File: config.mk
export PLATFORM = sky130hd
export DESIGN_NAME = cnn_mul_share_arb
export DESIGN_NICKNAME = d
export VERILOG_FILES = /design/src/rtl/cnn_mul_arb_pkg.sv /design/src/rtl/cnn_mul_pipe_tagged.sv /design/src/rtl/cnn_mul_share_arb.sv
export SDC_FILE = /design/constraint.sdc
export NUM_CORES = 1
export LEC_CHECK = 0
export ABC_AREA = 1
export BUFFER_PORTS_ARGS = -buffer_cell sky130_fd_sc_hd__buf_2
export CORE_UTILIZATION = 50
export DETAILED_ROUTE_END_ITERATION = 10
export PLACE_DENSITY = 0.8
export SLEW_MARGIN = 20
export SYNTH_ARGS = -nofsm -noshare
export SYNTH_HDL_FRONTEND = slang
export SYNTH_HIERARCHICAL = 1
export SYNTH_SLANG_ARGS = --single-unit
export TNS_END_PERCENT = 20
File: constraint.sdc
create_clock -name ap_clk -period 14.6 [get_ports ap_clk]
set_clock_uncertainty 0.15 [all_clocks]
set_input_delay 0.73 -clock ap_clk [delete_from_list [all_inputs] [get_ports ap_clk]]
set_output_delay 0.73 -clock ap_clk [all_outputs]
set_load 0.005 [all_outputs]
File: src/rtl/cnn_mul_arb_pkg.sv
// Shared widths, helper function and the beat record for the shared-multiplier arbiter.
package cnn_mul_arb_pkg;

  localparam int A_W      = 8;
  localparam int B_W      = 14;
  localparam int P_W      = A_W + B_W;
  localparam int ACC_W    = 32;
  localparam int ID_MAX_W = 3;    // enough for up to 8 lanes

  function automatic int clog2(input int n);
    int r;
    r = 0;
    for (int i = 0; i < 31; i++)
      if ((1 << i) < n) r = i + 1;
    return (r < 1) ? 1 : r;
  endfunction

  typedef struct packed {
    logic [ID_MAX_W-1:0]   id;
    logic                  last;
    logic signed [A_W-1:0] a;
    logic signed [B_W-1:0] b;
  } beat_t;

endpackage

File: src/rtl/cnn_mul_pipe_tagged.sv
// LAT-stage signed multiplier; the lane tag and last flag ride alongside the product.
module cnn_mul_pipe_tagged
  import cnn_mul_arb_pkg::*;
#(
  parameter int LAT = 2
) (
  input  logic                  clk,
  input  logic                  rst_n,
  input  logic                  en,
  input  logic                  in_vld,
  input  beat_t                 in_beat,
  output logic                  out_vld,
  output logic [ID_MAX_W-1:0]   out_id,
  output logic                  out_last,
  output logic signed [P_W-1:0] out_prod,
  output logic                  busy
);

  logic [LAT:1]          vld_pipe;
  logic [LAT:1]          r_last;
  logic [ID_MAX_W-1:0]   r_id   [1:LAT];
  logic signed [P_W-1:0] r_prod [1:LAT];
  logic signed [P_W-1:0] w_a_ext, w_b_ext;

  assign w_a_ext = P_W'($signed(in_beat.a));
  assign w_b_ext = P_W'($signed(in_beat.b));

  always_ff @(posedge clk or negedge rst_n) begin
    if (!rst_n) begin
      vld_pipe <= '0;
    end else if (en) begin
      vld_pipe[1] <= in_vld;
      for (int s = 2; s <= LAT; s++) vld_pipe[s] <= vld_pipe[s-1];
    end
  end

  // Payload needs no reset: it is qualified by vld_pipe everywhere.
  always_ff @(posedge clk) begin
    if (en) begin
      r_prod[1] <= w_a_ext * w_b_ext;
      r_id[1]   <= in_beat.id;
      r_last[1] <= in_beat.last;
      for (int s = 2; s <= LAT; s++) begin
        r_prod[s] <= r_prod[s-1];
        r_id[s]   <= r_id[s-1];
        r_last[s] <= r_last[s-1];
      end
    end
  end

  assign out_vld  = vld_pipe[LAT];
  assign out_id   = r_id[LAT];
  assign out_last = r_last[LAT];
  assign out_prod = r_prod[LAT];
  assign busy     = |vld_pipe;

endmodule

File: src/rtl/cnn_mul_share_arb.sv
// Round-robin sharing of one pipelined multiplier among NREQ lanes, with per-lane
// accumulators and a single held result register.
module cnn_mul_share_arb #(
  parameter int NREQ  = 4,
  parameter int LAT   = 2,
  parameter int ACC_W = cnn_mul_arb_pkg::ACC_W,
  localparam int ID_W = cnn_mul_arb_pkg::clog2(NREQ)
) (
  input  logic                                ap_clk,
  input  logic                                ap_rst_n,
  input  logic [NREQ-1:0]                     req_valid,
  output logic [NREQ-1:0]                     req_ready,
  input  logic [NREQ*cnn_mul_arb_pkg::A_W-1:0] req_a,
  input  logic [NREQ*cnn_mul_arb_pkg::B_W-1:0] req_b,
  input  logic [NREQ-1:0]                     req_last,
  output logic                                res_valid,
  input  logic                                res_ready,
  output logic [ID_W-1:0]                     res_id,
  output logic [ACC_W-1:0]                    res_data,
  output logic                                busy
);
  import cnn_mul_arb_pkg::*;

  logic                    w_stall;
  logic [ID_W-1:0]         r_ptr, w_gnt;
  logic                    w_gnt_vld;
  logic [2*NREQ-1:0]       w_rot;
  beat_t                   w_beat;
  logic                    w_out_vld, w_out_last, w_exit, w_pipe_busy;
  logic [ID_MAX_W-1:0]     w_out_id;
  logic signed [P_W-1:0]   w_out_prod;
  logic [ACC_W-1:0]        r_acc [NREQ];
  logic [ACC_W-1:0]        w_acc_sel, w_sum;
  logic                    r_res_valid;
  logic [ID_W-1:0]         r_res_id;
  logic [ACC_W-1:0]        r_res_data;

  assign w_stall = r_res_valid & ~res_ready;

  // Rotate so bit 0 is the lane at the pointer; first set bit is the winner.
  assign w_rot = {req_valid, req_valid} >> r_ptr;

  always_comb begin
    int g;
    w_gnt_vld = 1'b0;
    w_gnt     = '0;
    g         = 0;
    for (int k = 0; k < NREQ; k++) begin
      if (!w_gnt_vld && w_rot[k]) begin
        w_gnt_vld = 1'b1;
        g = int'(r_ptr) + k;
        if (g >= NREQ) g = g - NREQ;
        w_gnt = ID_W'(g);
      end
    end
    if (w_stall) w_gnt_vld = 1'b0;
  end

  always_comb begin
    req_ready   = '0;
    w_beat      = '0;
    w_beat.id   = ID_MAX_W'(w_gnt);
    for (int i = 0; i < NREQ; i++) begin
      if (w_gnt == ID_W'(i)) begin
        req_ready[i] = w_gnt_vld;
        w_beat.last  = req_last[i];
        w_beat.a     = req_a[i*A_W +: A_W];
        w_beat.b     = req_b[i*B_W +: B_W];
      end
    end
  end

  always_ff @(posedge ap_clk or negedge ap_rst_n) begin
    if (!ap_rst_n)
      r_ptr <= '0;
    else if (w_gnt_vld)
      r_ptr <= (w_gnt == ID_W'(NREQ-1)) ? '0 : w_gnt + 1'b1;
  end

  cnn_mul_pipe_tagged #(.LAT(LAT)) u_pipe (
    .clk      (ap_clk),
    .rst_n    (ap_rst_n),
    .en       (~w_stall),
    .in_vld   (w_gnt_vld),
    .in_beat  (w_beat),
    .out_vld  (w_out_vld),
    .out_id   (w_out_id),
    .out_last (w_out_last),
    .out_prod (w_out_prod),
    .busy     (w_pipe_busy)
  );

  assign w_exit = w_out_vld & ~w_stall;

  always_comb begin
    w_acc_sel = '0;
    for (int i = 0; i < NREQ; i++)
      if (w_out_id == ID_MAX_W'(i)) w_acc_sel = r_acc[i];
  end

  // Sign-extend the product and wrap modulo 2^ACC_W.
  assign w_sum = w_acc_sel + ACC_W'(w_out_prod);

  always_ff @(posedge ap_clk or negedge ap_rst_n) begin
    if (!ap_rst_n) begin
      for (int i = 0; i < NREQ; i++) r_acc[i] <= '0;
    end else if (w_exit) begin
      for (int i = 0; i < NREQ; i++)
        if (w_out_id == ID_MAX_W'(i)) r_acc[i] <= w_out_last ? '0 : w_sum;
    end
  end

  always_ff @(posedge ap_clk or negedge ap_rst_n) begin
    if (!ap_rst_n) begin
      r_res_valid <= 1'b0;
      r_res_id    <= '0;
      r_res_data  <= '0;
    end else if (!w_stall) begin
      if (w_exit && w_out_last) begin
        r_res_valid <= 1'b1;
        r_res_id    <= w_out_id[ID_W-1:0];
        r_res_data  <= w_sum;
      end else if (res_ready) begin
        r_res_valid <= 1'b0;
      end
    end
  end

  assign res_valid = r_res_valid;
  assign res_id    = r_res_id;
  assign res_data  = r_res_data;
  assign busy      = w_pipe_busy | r_res_valid;

endmodule

======== Word level (Yosys, flattened, before mapping) ========
Memories as Yosys holds them, arrays and structs flattened.
Cells that the tools add are included.
word-level totals
  bits in registers ....................... 169
  bits in writable memories ............... 50
  bits of input ports ..................... 99
  output and inout bits ................... 40
  logic and storage cells ................. 85
  memories ................................ 2
memories
  memory         depth  bits a word  rd ports  clocked after Yosys merged registers in  write ports  RTL line                   RTL
  u_pipe.r_prod  2      22           2         0                                        2            cnn_mul_pipe_tagged.sv:22  logic signed [P_W-1:0] r_prod [1:LAT];
  u_pipe.r_id    2      3            2         0                                        2            cnn_mul_pipe_tagged.sv:21  logic [ID_MAX_W-1:0] r_id [1:LAT];
cells by class
  add/subtract/negate cells ............... 9
  multipliers ............................. 1
  magnitude comparators ................... 4
  eq/ne operators ......................... 6
  shift operators ......................... 1
  mux-type cells .......................... 30
  bitwise logic cells ..................... 5
  reduce and logical (&&, ||, !) cells .... 17
operators with widths
  kind                   count
  $mux W32               5
  $mux W23               4
  $add A32 B32 Y32       1
  $mul A8 B14 Y22        1
  $mux W2                9
  $mux W1                12
  $reduce_and A2 Y1      6
  $ge A3 B3 Y1 const B   3
  $shr A8 B2 Y4          1
  $sub A2 B1 Y2 const B  4
  $add A2 B2 Y3 const B  2
  $eq A3 B2 Y1 const B   2
  $eq A2 B2 Y1 const B   2
  $logic_and A1 B1 Y1    4
  $add A2 B1 Y3 const B  1
  $eq A3 B1 Y1 const B   1
  $ge A2 B3 Y1 const B   1
  $logic_not A1 Y1       3
  $logic_not A3 Y1       1
  $add A2 B1 Y2 const B  1
  $and A1 B1 Y1          2
  $eq A2 B1 Y1 const B   1
  $logic_not A2 Y1       1
  $not A1 Y1             2
  other kinds (3)        3

======== Longest topological paths before layout ========
Gate-level depths: netlist of run 1.
  depth in word-level cells ............... 17
  mapped depth ............................ 42
  depth with buffers taken out ............ 38

======== By module ========
The synthesis of run 1 kept the hierarchy.
modules (own cells, without submodules)
  module               instances  cells each  area an instance (µm²)  seq. area each (µm²)
  cnn_mul_share_arb    1          1542        10566.4                 4129.0
  cnn_mul_pipe_tagged  1          696         6084.6                  1611.5

======== Worst setup path after synthesis of run 1 ========
OpenSTA, ideal clock, no wires.
  path type ............................... input-to-reg
  from .................................... input port req_valid[2]
  to ...................................... memory u_pipe/r_prod[1][20] (netlist name) (data pin)
  library setup time ...................... 0.252 ns
  arrival time ............................ 6.648 ns
  required time ........................... 14.198 ns
  setup slack ............................. 7.550 ns
  stages .................................. 32
  path buffers ............................ 3
  path through ............................ inv_1 o21ai_0 nand2_1 o21ai_1 inv_1 nand2_1 nor2_2 nand2_1 nand2_1 nand2_1 inv_1 ha_1 clkbuf_1 nor2_1 buf_2 a221oi_1 o31ai_1 clkbuf_1 nand2_1 fa_1 inv_1 fa_1 fa_1 inv_1 fa_1 inv_1 ha_1 nand2_1 nor4_4 nand2_2 nand3_1 nand2_1
RTL lines
  element      RTL line                   RTL
  from (decl)  cnn_mul_share_arb.sv:11    input logic [NREQ-1:0] req_valid,
  to (decl)    cnn_mul_pipe_tagged.sv:22

==> results of run 1 <==
## Yosys cell counts, types with 13 or more instances
library cell and instances:
clkbuf_1 46, nand2_2 16, nand4_1 18, nor2_2 13, dfrtp_1 167, buf_2 32, inv_1 378, o21ai_0 63
a21oi_1 36, fa_1 92, nand3_1 101, a221oi_1 23, xor2_1 22, edfxtp_1 52, a22oi_1 25, o21ai_1 41
o31ai_1 23, nand2_1 834, ha_1 79, nor2_1 95, inv_2 16
## critical path, delay by kind of cell (launching register included)
kind,cells,cell delay [ns]
adder cells (fa/ha/maj),6,3.12
buffers and inverters,6,0.68
AND/OR/NAND/NOR,11,1.34
AO/OA/AOI/OAI,7,1.91
flip-flops,1,0.50
## worst max path at each step
stage | slack, ns | cells past startpoint | endpoint
CTS | 6.72 | 30 | u_pipe/r_prod[1][20]$_DFFE_PP_
floorplan | 7.55 | 32 | u_pipe/r_prod[1][20]$_DFFE_PP_
global route | 5.97 | 30 | u_pipe/r_prod[1][20]$_DFFE_PP_
global placement | 6.87 | 31 | u_pipe/r_prod[1][20]$_DFFE_PP_
finish | 6.63 | 30 | u_pipe/r_prod[1][20]$_DFFE_PP_
detailed placement | 6.43 | 32 | u_pipe/r_prod[1][20]$_DFFE_PP_
## state kept, by name (all words and copies together), names as in the netlist
register,count
res_valid,1
res_id,2
r_acc,128
r_ptr,2
u_pipe/r_prod,44
u_pipe/vld_pipe,2
u_pipe/r_last,2
res_data,32
u_pipe/r_id,6
## logic make-up (layout without fill, tap and decap cells)
logic type	count (synthesis)	after routing	share of synthesized area [%]
flops	219	219	34.48
xor+xnor	27	27	1.465
compound gates	231	231	8.514
other cells	1	1	0.02252
simple gates	1111	1111	27.47
buf+inv	478	596	11.05
fa+ha+maj	171	171	17.00
## per-stage QoR
stage / instance area (µm²) / utilization [%] / instances / hold WS (ns)
after global routing: 18590 / 57.00 / 2798 / 0.2286
after detailed placement: 17700 / 54.25 / 2754 / 0.2545
after CTS: 18590 / 57.00 / 2798 / 0.1885
final: 18590 / 57.00 / 2798 / 0.1591
after floorplan: 16650 / - / 2238 / 0.2503
after global placement: 17700 / 54.25 / 2754 / 0.2508
## cell type report
cell class                 count  area (µm²)  share of cell area [%]
sequential                   219        5741                   30.87
clock buffer                  29       664.4                   3.573
timing repair buffer         158       847.1                   4.556
clock inverter                15       234.0                   1.258
multi-input combinational   1541        9076                   48.81
inverter                     394        1479                   7.954
tap                          442       553.0                   2.974
## per-layer routing
metal	GRT usage (%)	wire length, µm	up-vias
li1	-	-	7125
met1	33.35	18020	7090
met2	47.53	21560	526
met3	2.826	2366	106
met4	10.13	1441	0
met5	0	0	-
==> impl_metrics.csv, run 1 <==
group,metric,value,unit
floorplan,core_area,32620,µm²
cts,cts_tree,"built",
synthesis,synthFlopType,"dfrtp_1",
detailed_routing,vias,14847,
critical_path,rr_endpoint,"u_pipe/r_prod[1][20]$_DFFE_PP_",
floorplan,rows,66,
global_routing,antenna_found_initial,0,
global_routing,grt_pass1_vias,15060,
critical_path,regToRegSetupSlack,6.63,ns
critical_path,critPathKind,"reg -> reg",
synthesis,yosys.area.top_type,"dfrtp_1",
synthesis,syn_nets,2508,
synthesis,synth_cell_type_count,47,
timing,worst_pin_slew,1.065,ns
finish,mostFrequentLayoutCell,"nand2_1",
timing,final.period_utilization,54.60,%
synthesis,yosysTopAreaCellShare,25.10,%
floorplan,ioPinCount,139,
critical_path,worstPathRequired,14.74,ns
global_routing,grt_usage,26.75,%
place,gp_congestion,0.9448,
timing,grt_setup_unrepaired,"no",
cts,postCtsResizedCells,0,
worst_hold_path,hp-class,"in -> async",
synthesis,ys_ff_latch,219,
synthesis,yosys-top-cells-area,"dfrtp_1 (25%), nand2_1 (19%), fa_1 (11%)",
synthesis,syn_inst,2238,
cts,cts.path.max_buffers,3,
critical_path,critPathMaxFanout,25,
global_routing,grt_max_degree,96,
flow_run,cap_violations,0,
critical_path,cp_slowest_stage_delay,0.81,ns
floorplan,die_y,184.5,µm
global_routing,gr-total-overflow,0,
finish,drive_gt1_share,11.33,%
place,hpwl,31.61,mm
timing,clock.fmax,125.4,MHz
cts,cts_sinks,219,
detailed_routing,drt_iter0_markers,1282,
timing,finalSetupViolCount,0,
cts,clkLatencyLatePin,0.53,ns
detailed_routing,wirelength,43.39,mm
timing,fin_crit,7.972,ns
critical_path,worstRegToRegCells,30,
detailed_routing,post_drt_wl_per_cell,15.51,µm
critical_path,crit_arrival,8.11,ns
cts,cts_root_buffer,"clkbuf_16",
place,place_ws,6.434,ns
floorplan,die_w,184.5,µm
timing,hold_viol_final,0,
cts,clk_pin_slew,0.07,ns
timing,drv_slew,0,
cts,cts_buffers,24,
synthesis,synthArstFlopShare,76.26,%
status,status,"finished, final reports clean",
finish,antenna_cells,0,
critical_path,critPathSlowestCell,"o31ai_1",
finish,fillCellCount,2980,
critical_path,start_kind,"flip-flop",
synthesis,syn_avg_cell_area,7.440,µm²
detailed_routing,via_per_inst,5.306,
critical_path,crit_path_end_kind,"flip-flop",
timing,finalSetupTns,0,ns
detailed_routing,ant_nets,0,
synthesis,synth_area,16650,µm²
timing,finalWorstSetupSlack,6.628,ns
critical_path,crit_start,"r_ptr[0]$_DFFE_PN0P_",
floorplan,initial_core_util,51.05,%
detailed_routing,drc,0,
global_routing,grt_pass1_wl,73.08,mm
cts,postCtsHoldBufs,0,
synthesis,ys_seq_area_share,34.48,%
floorplan,dieArea,34040,µm²
synthesis,synth_edf_count,52,
finish,nets,2608,
place,portBuffers,138,
cts,htreeDepth,1,
critical_path,path_common_cell,"nand2_1",
cts,cts_setup_buffers,0,
timing,slew_headroom,28.36,%
detailed_routing,drtPass1Iterations,5,
synthesis,yosysWarningCount,6,
critical_path,reg2reg_from,"r_ptr[0]$_DFFE_PN0P_",
finish,mostFrequentLayoutCells,"nand2_1 (834), inv_1 (378), dfrtp_1 (167), buf_2 (137), nand3_1 (101)",
finish,syn_to_final_growth,11.67,%
Power of run 1 is left out: the tool's default activity adds up to more than one toggle a clock period on the data nets, which glitch-free logic cannot reach.
==> run 2, diff against run 1 <==
==> constraint.sdc (replaced) <==
create_clock -name ap_clk -period 7.7 [get_ports ap_clk]
set_clock_uncertainty 0.15 [all_clocks]
set_input_delay 0.385 -clock ap_clk [delete_from_list [all_inputs] [get_ports ap_clk]]
set_output_delay 0.385 -clock ap_clk [all_outputs]
set_load 0.005 [all_outputs]
==> impl_metrics.csv, run 2 (synthesis results as in run 1) <==
group,metric,value,unit
critical_path,rr_endpoint,"u_pipe/r_prod[1][18]$_DFFE_PP_",
critical_path,path_common_cell,"nand2_1",
timing,finalSetupTns,0,ns
detailed_routing,ant_nets,0,
finish,drive_gt1_share,11.78,%
floorplan,dieArea,34040,µm²
cts,cts_setup_buffers,0,
critical_path,worstPathRequired,7.83,ns
timing,finalSetupViolCount,0,
finish,fillCellCount,2943,
cts,clkLatencyLatePin,0.53,ns
critical_path,critPathCapture,"u_pipe/r_prod[1][18]$_DFFE_PP_",
critical_path,crit_arrival,7.08,ns
critical_path,critPathMaxFanout,23,
cts,cts.path.max_buffers,3,
critical_path,critPathKind,"reg -> reg",
global_routing,antenna_found_initial,0,
place,portBuffers,138,
critical_path,critPathBufInv,7,
finish,mostFrequentLayoutCells,"nand2_1 (834), inv_1 (377), dfrtp_1 (167), buf_2 (137), nand3_1 (101)",
critical_path,worstRegToRegCells,33,
cts,htreeDepth,1,
detailed_routing,via_per_inst,5.261,
finish,nets,2621,
detailed_routing,drt_iter0_markers,1162,
finish,final_cells,2811,
timing,final.period_utilization,90.26,%
detailed_routing,wirelength,43.18,mm
place,place_ws,0.4883,ns
place,hpwl,31.37,mm
finish,largest_register,"r_acc",
timing,grt_setup_unrepaired,"no",
detailed_routing,drtPass1Iterations,5,
cts,cts_root_buffer,"clkbuf_16",
place,gp_congestion,0.9474,
cts,cts_buffers,24,
critical_path,cp.depth,33,
finish,post-route-util,57.56,%
critical_path,reg2reg_from,"r_ptr[0]$_DFFE_PN0P_",
critical_path,regToRegSetupSlack,0.75,ns
finish,largest_register_ffs,128,
critical_path,critPathSlowestCell,"fa_1",
global_routing,grt_pass1_vias,14840,
detailed_routing,drc,0,
finish,mostFrequentLayoutCell,"nand2_1",
global_routing,grt_max_degree,94,
floorplan,core_area,32620,µm²
floorplan,die_w,184.5,µm
finish,antenna_cells,0,
timing,clock.fmax,143.9,MHz
critical_path,start_kind,"flip-flop",
global_routing,grt_pass1_wl,72.11,mm
status,status,"finished, final reports clean",
timing,slew_headroom,36.47,%
critical_path,crit_start,"r_ptr[0]$_DFFE_PN0P_",
floorplan,die_y,184.5,µm
cts,cts_sinks,219,
cts,clk_pin_slew,0.06,ns
floorplan,initial_core_util,51.05,%
floorplan,rows,66,
critical_path,cp_slowest_stage_delay,0.56,ns
cts,cts_tree,"built",
detailed_routing,vias,14788,
finish,syn_to_final_growth,12.76,%
global_routing,grt_usage,26.42,%
flow_run,cap_violations,0,
timing,drv_slew,0,
place,placed_cells,2766,
timing,finalWorstSetupSlack,0.7498,ns
critical_path,cpLargestDelayFamily,"adder cells",
floorplan,ioPinCount,139,
critical_path,crit_path_end_kind,"flip-flop",
timing,worst_pin_slew,0.9530,ns
detailed_routing,post_drt_wl_per_cell,15.36,µm
worst_hold_path,hp-class,"in -> reg",
timing,fin_crit,6.950,ns
global_routing,gr-total-overflow,0,
timing,hold_viol_final,0,
[run 2: layout make-up]
class	instances	area [µm²]	share of cell area [%]
Timing Repair Buffer	171	947.2	5.045
Sequential cell	219	5741	30.57
Clock buffer	28	658.1	3.505
Tap cell	442	553.0	2.945
Clock inverter	16	317.8	1.693
Inverter	394	1483	7.897
Multi-Input combinational cell	1541	9076	48.34
[run 2: stage by stage]
stage / area, µm² / hold slack [ns]
2_1_floorplan: 16650 / -0.06059
3_3_place_gp: 17790 / 0.2507
3_5_place_dp: 17790 / 0.2557
4_1_cts: 18770 / 0.03268
5_1_grt: 18780 / 0.05398
6_report: 18780 / 0.03078
[run 2: worst min-delay path by stage]
stage / slack [ns] / end / cells past startpoint / from
floorplan: -0.06 / r_acc[0]$_DFFE_PN0P_ / 0 / ap_rst_n
global placement: 0.25 / u_pipe/r_prod[2][0]$_DFFE_PP_ / 0 / u_pipe/r_prod[1][0]$_DFFE_PP_
detailed placement: 0.26 / u_pipe/r_prod[2][6]$_DFFE_PP_ / 0 / u_pipe/r_prod[1][6]$_DFFE_PP_
CTS: 0.03 / u_pipe/r_last[1]$_DFFE_PP_ / 3 / req_last[3]
global route: 0.05 / u_pipe/r_last[1]$_DFFE_PP_ / 3 / req_last[3]
finish: 0.03 / u_pipe/r_last[1]$_DFFE_PP_ / 3 / req_last[3]
[run 2: worst register-to-register path, delay by kind of cell (launching register included)]
family	cells	cell delay [ns]
AOI/OAI and AO/OA	6	1.11
adders and majority gates	6	2.69
buffers and inverters	7	0.86
DFF	1	0.49
and+or+nand+nor	14	1.42
[run 2: timing repair]
item                       CTS  global route
setup endpoints to repair    0             3
hold buffers                 1             0
gates resized for setup      0             1
hold endpoints to repair    92             0
[run 2: routing by layer]
| layer | global-route usage, % | routed length [µm] | part of all wire, % | up-vias |
|---|---|---|---|---|
| li1 | - | - | - | 7157 |
| met1 | 32.42 | 17880 | 41 | 7057 |
| met2 | 47.52 | 21600 | 50 | 464 |
| met3 | 3.082 | 2306 | 5.3 | 110 |
| met4 | 9.600 | 1396 | 3.2 | 0 |
| met5 | 0 | 0 | 0 | - |
Power of run 2 is left out for the same reason.
